## src/rtl/uart_rx_fifo_pkg.sv

```systemverilog
`default_nettype none
// ============================================================================
//  Module      : uart_rx_fifo_pkg
//  Description : Shared UART constants: word width, default FIFO pointer
//                width and the derived FIFO depth.
//  Revision    : 1.0 - initial release
// ============================================================================
package uart_rx_fifo_pkg;

  // Word width shared by the receiver, transmitter and their FIFOs.
  localparam int c_DBIT   = 8;
  // Default FIFO pointer width (address bits, without the wrap bit).
  localparam int c_ADDR_W = 4;
  // Default FIFO depth in words.
  localparam int c_DEPTH  = 2 ** c_ADDR_W;

endpackage : uart_rx_fifo_pkg
`default_nettype wire

```

## src/rtl/uart_rx_fifo_if.sv

```systemverilog
`default_nettype none
// ============================================================================
//  Module      : uart_rx_fifo_if
//  Description : Push/pop and status bundle between a UART FIFO and its
//                producer/consumer logic. The slave side is the FIFO.
//  Revision    : 1.0 - initial release
// ============================================================================
interface uart_rx_fifo_if
  import uart_rx_fifo_pkg::*;
#(
  parameter int DBIT   = c_DBIT,
  parameter int ADDR_W = c_ADDR_W
);

  logic [DBIT-1:0] wr_data;
  logic            wr_en;
  logic            rd_en;
  logic            overflow_clr;
  logic [DBIT-1:0] rd_data;
  logic            empty;
  logic            full;
  logic [ADDR_W:0] count;
  logic            overflow;

  // Producer/consumer side: drives strobes and data, observes status.
  modport master (
    output wr_data, wr_en, rd_en, overflow_clr,
    input  rd_data, empty, full, count, overflow
  );

  // FIFO side.
  modport slave (
    input  wr_data, wr_en, rd_en, overflow_clr,
    output rd_data, empty, full, count, overflow
  );

endinterface : uart_rx_fifo_if
`default_nettype wire

```

## src/rtl/uart_fifo_ctrl.sv

```systemverilog
`default_nettype none
// ============================================================================
//  Module      : uart_fifo_ctrl
//  Description : FIFO bookkeeping: read/write pointers with wrap bit,
//                registered occupancy, full/empty and sticky overflow.
//                Storage lives in the parent; this block only hands out
//                addresses and the write enable.
//  Revision    : 1.0 - initial release
// ============================================================================
module uart_fifo_ctrl
  import uart_rx_fifo_pkg::*;
#(
  parameter int ADDR_W = c_ADDR_W
) (
  input  wire logic              clk,
  input  wire logic              reset_n,
  input  wire logic              i_wr_en,
  input  wire logic              i_rd_en,
  input  wire logic              i_overflow_clr,
  output logic                   o_empty,
  output logic                   o_full,
  output logic [ADDR_W:0]        o_count,
  output logic                   o_overflow,
  output logic [ADDR_W-1:0]      o_wr_addr,
  output logic                   o_wr_fire,
  output logic [ADDR_W-1:0]      o_rd_addr
);

  logic [ADDR_W:0] r_wr_ptr;
  logic [ADDR_W:0] r_rd_ptr;
  logic [ADDR_W:0] r_count;
  logic            r_overflow;

  logic            w_empty;
  logic            w_full;
  logic            w_push;
  logic            w_pop;
  logic            w_drop;
  logic [ADDR_W:0] w_wr_ptr_nxt;
  logic [ADDR_W:0] w_rd_ptr_nxt;

  // Equal pointers mean empty; same slot but opposite lap bit means full.
  assign w_empty = (r_wr_ptr == r_rd_ptr);
  assign w_full  = (r_wr_ptr[ADDR_W-1:0] == r_rd_ptr[ADDR_W-1:0]) &&
                   (r_wr_ptr[ADDR_W] != r_rd_ptr[ADDR_W]);

  // A pop on a full FIFO frees the slot being written in the same edge.
  assign w_push = i_wr_en && (!w_full || i_rd_en);
  assign w_pop  = i_rd_en && !w_empty;
  assign w_drop = i_wr_en && w_full && !i_rd_en;

  assign w_wr_ptr_nxt = r_wr_ptr + {{ADDR_W{1'b0}}, w_push};
  assign w_rd_ptr_nxt = r_rd_ptr + {{ADDR_W{1'b0}}, w_pop};

  // Pointer, occupancy and sticky overflow state.
  always_ff @(posedge clk or negedge reset_n) begin
    if (!reset_n) begin
      r_wr_ptr   <= '0;
      r_rd_ptr   <= '0;
      r_count    <= '0;
      r_overflow <= 1'b0;
    end else begin
      r_wr_ptr <= w_wr_ptr_nxt;
      r_rd_ptr <= w_rd_ptr_nxt;
      r_count  <= w_wr_ptr_nxt - w_rd_ptr_nxt;
      // A new drop takes priority over a clear in the same cycle.
      if (w_drop) begin
        r_overflow <= 1'b1;
      end else if (i_overflow_clr) begin
        r_overflow <= 1'b0;
      end
    end
  end

  assign o_empty    = w_empty;
  assign o_full     = w_full;
  assign o_count    = r_count;
  assign o_overflow = r_overflow;
  assign o_wr_addr  = r_wr_ptr[ADDR_W-1:0];
  assign o_wr_fire  = w_push;
  assign o_rd_addr  = r_rd_ptr[ADDR_W-1:0];

endmodule : uart_fifo_ctrl
`default_nettype wire

```

## src/rtl/uart_rx_fifo.sv

```systemverilog
`default_nettype none
// ============================================================================
//  Module      : uart_rx_fifo
//  Description : Receive-side show-ahead FIFO behind the UART receiver.
//                Captures a word on each done strobe, presents the head
//                word combinationally, flags dropped words as overflow.
//  Revision    : 1.0 - initial release
// ============================================================================
module uart_rx_fifo
  import uart_rx_fifo_pkg::*;
#(
  parameter int DBIT   = c_DBIT,
  parameter int ADDR_W = c_ADDR_W
) (
  input  wire logic       clk,
  input  wire logic       reset_n,
  uart_rx_fifo_if.slave   bus
);

  localparam int c_DEPTH_LOCAL = 2 ** ADDR_W;

  logic [DBIT-1:0]   r_mem [c_DEPTH_LOCAL];

  logic              w_empty;
  logic              w_wr_fire;
  logic [ADDR_W-1:0] w_wr_addr;
  logic [ADDR_W-1:0] w_rd_addr;

  uart_fifo_ctrl #(
    .ADDR_W (ADDR_W)
  ) u_ctrl (
    .clk            (clk),
    .reset_n        (reset_n),
    .i_wr_en        (bus.wr_en),
    .i_rd_en        (bus.rd_en),
    .i_overflow_clr (bus.overflow_clr),
    .o_empty        (w_empty),
    .o_full         (bus.full),
    .o_count        (bus.count),
    .o_overflow     (bus.overflow),
    .o_wr_addr      (w_wr_addr),
    .o_wr_fire      (w_wr_fire),
    .o_rd_addr      (w_rd_addr)
  );

  // Word storage; intentionally not reset, only the pointers are.
  always_ff @(posedge clk) begin
    if (w_wr_fire) begin
      r_mem[w_wr_addr] <= bus.wr_data;
    end
  end

  // Head word is forced to zero while empty so stale storage never shows.
  assign bus.rd_data = w_empty ? '0 : r_mem[w_rd_addr];
  assign bus.empty   = w_empty;

endmodule : uart_rx_fifo
`default_nettype wire

```

## src/flat_wrapper.sv

```systemverilog
// flat-port wrapper written by rule: the top's interface ports become plain ports
module uart_rx_fifo_flat import uart_rx_fifo_pkg::*;
#(
  parameter int DBIT   = c_DBIT,
  parameter int ADDR_W = c_ADDR_W
)
  (clk, reset_n, bus_wr_data, bus_wr_en, bus_rd_en, bus_overflow_clr, bus_rd_data, bus_empty, bus_full, bus_count, bus_overflow);
  uart_rx_fifo_if #(.DBIT(DBIT), .ADDR_W(ADDR_W)) bus_i ();
  input  wire logic clk;
  input  wire logic reset_n;
  input wire logic [$bits(bus_i.wr_data)-1:0] bus_wr_data;
  input wire logic [$bits(bus_i.wr_en)-1:0] bus_wr_en;
  input wire logic [$bits(bus_i.rd_en)-1:0] bus_rd_en;
  input wire logic [$bits(bus_i.overflow_clr)-1:0] bus_overflow_clr;
  output wire logic [$bits(bus_i.rd_data)-1:0] bus_rd_data;
  output wire logic [$bits(bus_i.empty)-1:0] bus_empty;
  output wire logic [$bits(bus_i.full)-1:0] bus_full;
  output wire logic [$bits(bus_i.count)-1:0] bus_count;
  output wire logic [$bits(bus_i.overflow)-1:0] bus_overflow;
  assign bus_i.wr_data = bus_wr_data;
  assign bus_i.wr_en = bus_wr_en;
  assign bus_i.rd_en = bus_rd_en;
  assign bus_i.overflow_clr = bus_overflow_clr;
  assign bus_rd_data = bus_i.rd_data;
  assign bus_empty = bus_i.empty;
  assign bus_full = bus_i.full;
  assign bus_count = bus_i.count;
  assign bus_overflow = bus_i.overflow;
  uart_rx_fifo #(.DBIT(DBIT), .ADDR_W(ADDR_W)) u_core (.clk(clk), .reset_n(reset_n), .bus(bus_i));
endmodule
```

## config.mk

```make
export PLATFORM = sky130hd
export DESIGN_NAME = uart_rx_fifo_flat
export DESIGN_NICKNAME = d
export VERILOG_FILES = /design/src/rtl/uart_rx_fifo_pkg.sv /design/src/rtl/uart_rx_fifo_if.sv /design/src/rtl/uart_fifo_ctrl.sv /design/src/rtl/uart_rx_fifo.sv /design/src/flat_wrapper.sv
export SDC_FILE = /design/constraint.sdc
export NUM_CORES = 1
export LEC_CHECK = 0
export CAP_MARGIN = 20
export CORE_MARGIN = 4
export CORE_UTILIZATION = 40
export DETAILED_ROUTE_END_ITERATION = 16
export GPL_ROUTABILITY_DRIVEN = 1
export GPL_TIMING_DRIVEN = 1
export HOLD_SLACK_MARGIN = 0.12
export REMOVE_ABC_BUFFERS = 1
export SETUP_SLACK_MARGIN = 0.02
export SYNTH_ARGS = -nofsm -noshare
export SYNTH_HDL_FRONTEND = slang
export SYNTH_SLANG_ARGS = --single-unit
export TNS_END_PERCENT = 5
```

## constraint.sdc

```tcl
create_clock -name clk -period 2.8 [get_ports clk]
set_input_delay 0.56 -clock clk [delete_from_list [all_inputs] [get_ports clk]]
set_output_delay 0.56 -clock clk [all_outputs]
set_load 0.005 [all_outputs]
```

Word-level counts from Yosys, hierarchy flattened

Memories as Yosys holds them, arrays and structs flattened.
Index checks and enable logic that the tools add are counted.
Widths: inputs -> output; s select.

$add $sub $neg: 3
Eq/ne operators: 3
Muxes and demuxes: 5
Reduce and logical (&&, ||, !) cells: 10

Operators by type and width:

| operator          | count |
|---|---|
| $add 5x1->5       | 2 |
| $mux 8            | 1 |
| $eq 5x5->1        | 1 |
| $logic_and 1x1->1 | 5 |
| $sub 5x5->5       | 1 |
| $eq 4x4->1        | 1 |
| $mux 1            | 4 |
| $logic_not 1->1   | 3 |
| $reduce_bool 2->1 | 1 |
| $logic_or 1x1->1  | 1 |
| $ne 1x1->1        | 1 |

Bits in registers: 16
Bits in writable memories: 128
Input bits: 13
Output and inout bits: 16
Word-level logic and storage cells: 26
Memories kept: 1

Memory list:

| memory       | depth | bits a word | read ports | clocked after Yosys merged registers in | wr ports | RTL line           | RTL |
|---|---|---|---|---|---|---|---|
| u_core.r_mem | 16    | 8           | 1          | 0                                       | 1        | uart_rx_fifo.sv:22 | `logic [DBIT-1:0] r_mem [c_DEPTH_LOCAL];` |

Longest topological paths before layout

Depth after elaboration: 7
Mapped depth: 14
Gate-level depth less buffers: 12

Hierarchy

Synthesis repeated with hierarchy kept, for this count alone.

Cell total of the unflattened synthesis: 306
Area, all modules: 5,889.4 um^2

By module, submodules not included:

| module         | times used | cells each | area each (um^2) | seq. area each (um^2) |
|---|---|---|---|---|
| uart_rx_fifo   | 1          | 234        | 5,034.8          | 3,843.7 |
| uart_fifo_ctrl | 1          | 72         | 854.6            | 400.4 |

Least setup slack after synthesis

Ideal clock, no wire load.

Path type: register to register
Start: register u_core.u_ctrl.r_wr_ptr[1]
End: register u_core.u_ctrl.r_count[4] (netlist: u_core.u_ctrl.o_count[4])
Setup time: 0.135 ns
Arrival: 2.777 ns
Data required time: 2.665 ns
Path slack: -0.113 ns
Cell stages (with the launch flop): 14
Path buffers: 2
Clock period less this slack: 2.913 ns
Path through: dfrtp_1 > buf_2 > xnor2_1 > nand4_1 > o31ai_4 > buf_6 > inv_1 > ha_1 > ha_1 > xor2_1 > ha_1 > a21o_1 > a21oi_1 > xor3_1

Cells in the longest elaborated chain, start to end: 7
Elaborated cells between the ends (all ways): 11
Classes of those cells: 3 x add/sub; 2 x eq/ne; 6 x reduce/logical

Ends and longest elaborated chain:

| item                              | RTL line             | RTL |
|---|---|---|
| from (decl)                       | uart_fifo_ctrl.sv:29 | `logic [ADDR_W:0] r_wr_ptr;` |
| from (signal assigned)            | uart_fifo_ctrl.sv:63 | `r_wr_ptr <= w_wr_ptr_nxt;` |
| $eq 4x4->1                        | uart_fifo_ctrl.sv:44 | `assign w_full = (r_wr_ptr[ADDR_W-1:0] == r_rd_ptr[ADDR_W-1:0]) &&` |
| $logic_and 1x1->1                 | uart_fifo_ctrl.sv:44 |  |
| $logic_not 1->1                   | uart_fifo_ctrl.sv:48 | `assign w_push = i_wr_en && (!w_full \|\| i_rd_en);` |
| $logic_or 1x1->1                  | uart_fifo_ctrl.sv:48 |  |
| $logic_and 1x1->1                 | uart_fifo_ctrl.sv:48 |  |
| $add 5x1->5 *                     | uart_fifo_ctrl.sv:52 | `assign w_wr_ptr_nxt = r_wr_ptr + {{ADDR_W{1'b0}}, w_push};` |
| net u_core.u_ctrl.w_wr_ptr_nxt[2] | uart_fifo_ctrl.sv:39 | `logic [ADDR_W:0] w_wr_ptr_nxt;` |
| $sub 5x5->5 *                     | uart_fifo_ctrl.sv:65 | `r_count <= w_wr_ptr_nxt - w_rd_ptr_nxt;` |
| to (signal assigned)              | uart_fifo_ctrl.sv:65 |  |
| to (decl)                         | uart_fifo_ctrl.sv:31 | `logic [ADDR_W:0] r_count;` |

Mark *: on every way through the listed nets, which the timed path passes. The rest lies on a longest branch.
A chain may end at the register's enable or synchronous reset.

Worst setup path after layout

Start: register u_core.u_ctrl.r_rd_ptr[0]
End: output bus_rd_data[5]

Cells in the longest elaborated chain, start to end: 2
Elaborated cells between the ends (all ways): 3
Classes of those cells: 1 x eq/ne; 1 x mux; 1 x memory

Ends and longest elaborated chain:

| item                                              | RTL line             | RTL |
|---|---|---|
| from (decl)                                       | uart_fifo_ctrl.sv:30 | `logic [ADDR_W:0] r_rd_ptr;` |
| from (signal assigned)                            | uart_fifo_ctrl.sv:64 | `r_rd_ptr <= w_rd_ptr_nxt;` |
| $mem_v2 16x8 / $eq 5x5->1 (equally long branches) | --                   |  |
| $mux 8 *                                          | uart_rx_fifo.sv:54   | `assign bus.rd_data = w_empty ? '0 : r_mem[w_rd_addr];` |
| to (decl)                                         | flat_wrapper.sv:15   | `output wire logic [$bits(bus_i.rd_data)-1:0] bus_rd_data;` |

Every way passes the cells marked *; elsewhere a longest branch is shown, timed or not.

==> out/results.ini <==
[routing]
routed_via_density=5.32
route.final.wire_length_um=12900
detailedRoute.firstPassIterationCount=4
initialDrtViolationCount=237
antenna_violating_nets_post_route=0
drt_drc_violations_left=0
route.detailed.wl_per_inst_um=21.0
dr_total_vias=3283

[power]
switching_power_mw=2.79
combinationalPowerShare_pct=42.2
pwr-share-seq_pct=31.8
intPower_mw=6.07
design_power_total_mw=8.86
static-leakage-power_nw=2.79
powerDensity_nw_per_um2=1160
vdd_drop_max_v=0.000877
switching_share_pct=31.5
power.clock.fraction_pct=26.0

[timing]
slew_violations=0
final.setup_skew_ns=0.00444
rsz0062_at_grt=yes
finalHoldViolations=0
postLayoutSetupSlackWorst_ns=-0.109
worst_pin_slew_ns=0.745
finalSetupTns_ns=-0.389
layout_min_cycle_time_ns=2.91
post-route-period-util_pct=104
rel_slew_slack_pct=50.2
setup-violations-final=7
fmaxAchievable_mhz=344
fin_hold_ws_ns=0.515

[worst_hold_path]
min_delay_path_depth=1
hold_path.class=reg -> reg

[place]
buffer_ports.inserted=28
post_dp_cell_area_um2=6770
dpl.hpwl_um=8220
place_congestion=0.774
worst_setup_slack_before_clock_tree_synthesis_ns=-0.117

[critical_path]
critPathCaptureType=primary output
cp-start-kind=register
worst_ep_required_time_ns=2.24
crit_fanout=8
timing.critical_path.slowest_stage_cell=dfrtp_4
r2r.worst_path.cells=13
crit_type=reg -> out
cpPeakStageDelay_ns=0.53
crit_arrival_ns=2.35
timing.critical_path.cells=buf_4, buf_12, buf_16, mux2i_1, a221o_1, a211oi_2, buf_2

[grt]
grt_util_all_layers_pct=16.5
first_global_vias=3491
grt_pass1_wl_um=20000
maximum_number_of_pins_on_one_net_before_global_route_repair=18
grt_antenna_before_repair=0
globalRoute.totalOverflow=0

[finish]
area_growth_syn_to_layout_pct=26.8
antenna_cells_inserted=0
fraction_of_final_layout_cells_with_drive_strength_greater_than_1_pct=31.9
final_nets=442
final_design_area_no_fill_um2=7640

[outcome]
status=complete, but fails checks
violations=setup timing

[clocking]
clkTransAtPathRegs_ns=0.06
worst_skew_pair.late_latency_ns=0.42
cts.htree.levels=4
cts.root.buffer_cell=clkbuf_16
post_cts_hold_buffer_count=0
clock_tree.buffer_depth=2
sink_count_of_the_clock_tree=144
cts_tree=done
cts_made_buffers=17

[yosys]
number_of_synthesized_flops_with_an_enable_pin=128
async_set_or_reset_register_ratio_after_synthesis_pct=11.1
mappedNetlistArea_um2=6030
yosysTopAreaCell=edfxtp_1
biggest_area_contributors_in_the_synthesized_netlist=edfxtp_1 64%, dfrtp_1 6.6%, mux2i_1 5.3%, mux4_2 3.4%, mux4_1 3.1%
syn_avg_cell_area_um2=18.2
yosys-top-cells-count=128 x edfxtp_1, 32 x mux2i_1, 16 x dfrtp_1
synth_top_area_share_pct=63.8
dominantRegCellSynth=edfxtp_1
ys_ff_latch=144
synth-seq-area-share_pct=70.4
ys.warnings.count=0
syn_inst=331
synthMostInstantiatedCell=edfxtp_1
yosysUniqueCellTypes=38

[floorplan]
dieHeight_um=131
die_footprint_um2=17100
top_level_ports=29
core_area_um2=14600
die-width_um=131
floorplan.initialDensity_pct=41.1
fp-row-count=44

[run]
timing.max_cap.violations=0

[power groups by stage]
stage	Combinational (mW)	Clock, mW	Sequential, mW
5_1_grt	4.07	2.43	2.84
2_1_floorplan	1.66	0	3.06
3_5_place_dp	3.33	0	2.84
6_report	3.74	2.30	2.82
4_1_cts	3.76	2.33	2.82
3_3_place_gp	3.30	0	2.84
[worst max-delay path, delay by kind of cell, from the launching register on]
| family | cells | cell delay [ns] |
|---|---|---|
| flops | 1 | 0.53 |
| buf+inv | 4 | 0.59 |
| mux | 1 | 0.12 |
| compound gates | 2 | 0.68 |
[flip-flops by register name (all words and copies together) (netlist names)]
register / cells
u_core.u_ctrl.r_wr_ptr: 5
u_core.u_ctrl.r_rd_ptr: 5
u_core.u_ctrl.o_count: 5
u_core.r_mem: 128
u_core.u_ctrl.o_overflow: 1
[cell usage in the layout (no fill, tap or decap), types with 3 or more instances in the layout]
master,synthesis,routed
a221oi_2,7,10
nand2_1,3,3
a22oi_1,3,3
nor3_1,10,10
nor2_1,3,3
xnor2_1,11,9
mux2i_1,32,32
inv_1,13,13
bufinv_16,0,4
ha_1,8,6
nor3b_1,5,3
mux4_1,7,6
a211oi_2,0,5
o21ai_1,8,6
buf_4,0,51
buf_6,5,3
dfrtp_1,16,14
a21oi_1,5,5
a221o_1,5,5
clkinv_2,0,5
clkbuf_16,0,17
mux4_2,9,10
clkdlybuf4s50_1,0,20
buf_2,7,6
nor4_1,6,4
edfxtp_1,128,128
nand2b_1,6,6
buf_12,2,5
nand3_1,4,4
[per-layer routing]
layer / vias to the layer above / wire, um / GRT usage (%)
met5: - / 0 / 0
met4: 0 / 252 / 6.53
met3: 20 / 568 / 4.23
met2: 71 / 6520 / 27.2
met1: 1681 / 5590 / 21.0
li1: 1511 / - / -
[metrics by stage]
step	utilization, %	cells
global placement	46.2	572
floorplan	-	313
finish	52.2	617
CTS	52.0	616
detailed placement	46.2	572
global route	52.2	617
[cells by family (layout without fill, tap and decap cells)]
kind of cell               count (synthesis)  in the layout  synth area share [%]
buffers and inverters                     31            133                  3.43
xor gates and xnor gates                  14             14                  2.28
and+or+nand+nor                           44             44                  4.15
muxes                                     48             48                  11.7
AOI/OAI and AO/OA                         41             41                  5.98
adders and majority gates                  9              9                  1.99
DFF                                      144            144                  70.4
[cell type report]
type | count | area [um2]
inverters | 13 | 48.8
clock inverters | 13 | 169
flip-flops and latches | 144 | 4250
well taps | 184 | 230
clock buffers | 19 | 433
repair buffers | 88 | 812
multi-input cells | 156 | 1700
fillers | 1175 | 7000
[repair_timing]
item | in CTS | in global routing
resized for setup | 51 | 10
setup buffers | 9 | 2
cloned | 3 | 0
endpoints found under the setup margin | 12 | 13
pin swaps | 20 | 6
[path summary, 6_finish.rpt]
path	from	endpoint	slack [ns]
worst min-delay path	u_core.u_ctrl.o_overflow$_DFFE_PN0P_	u_core.u_ctrl.o_overflow$_DFFE_PN0P_	0.52
worst max register to register	u_core.u_ctrl.r_rd_ptr[0]$_DFF_PN0_	u_core.u_ctrl.o_count[4]$_DFF_PN0_	0.04
worst max-delay path	u_core.u_ctrl.r_rd_ptr[0]$_DFF_PN0_	bus_rd_data[5]	-0.11
min in group asynchronous	reset_n	u_core.u_ctrl.r_wr_ptr[1]$_DFF_PN0_	0.58
max in group asynchronous	reset_n	u_core.u_ctrl.r_rd_ptr[0]$_DFF_PN0_	1.67
worst min register to register	u_core.u_ctrl.o_overflow$_DFFE_PN0P_	u_core.u_ctrl.o_overflow$_DFFE_PN0P_	0.52
(Power assumes the default switching activity.)
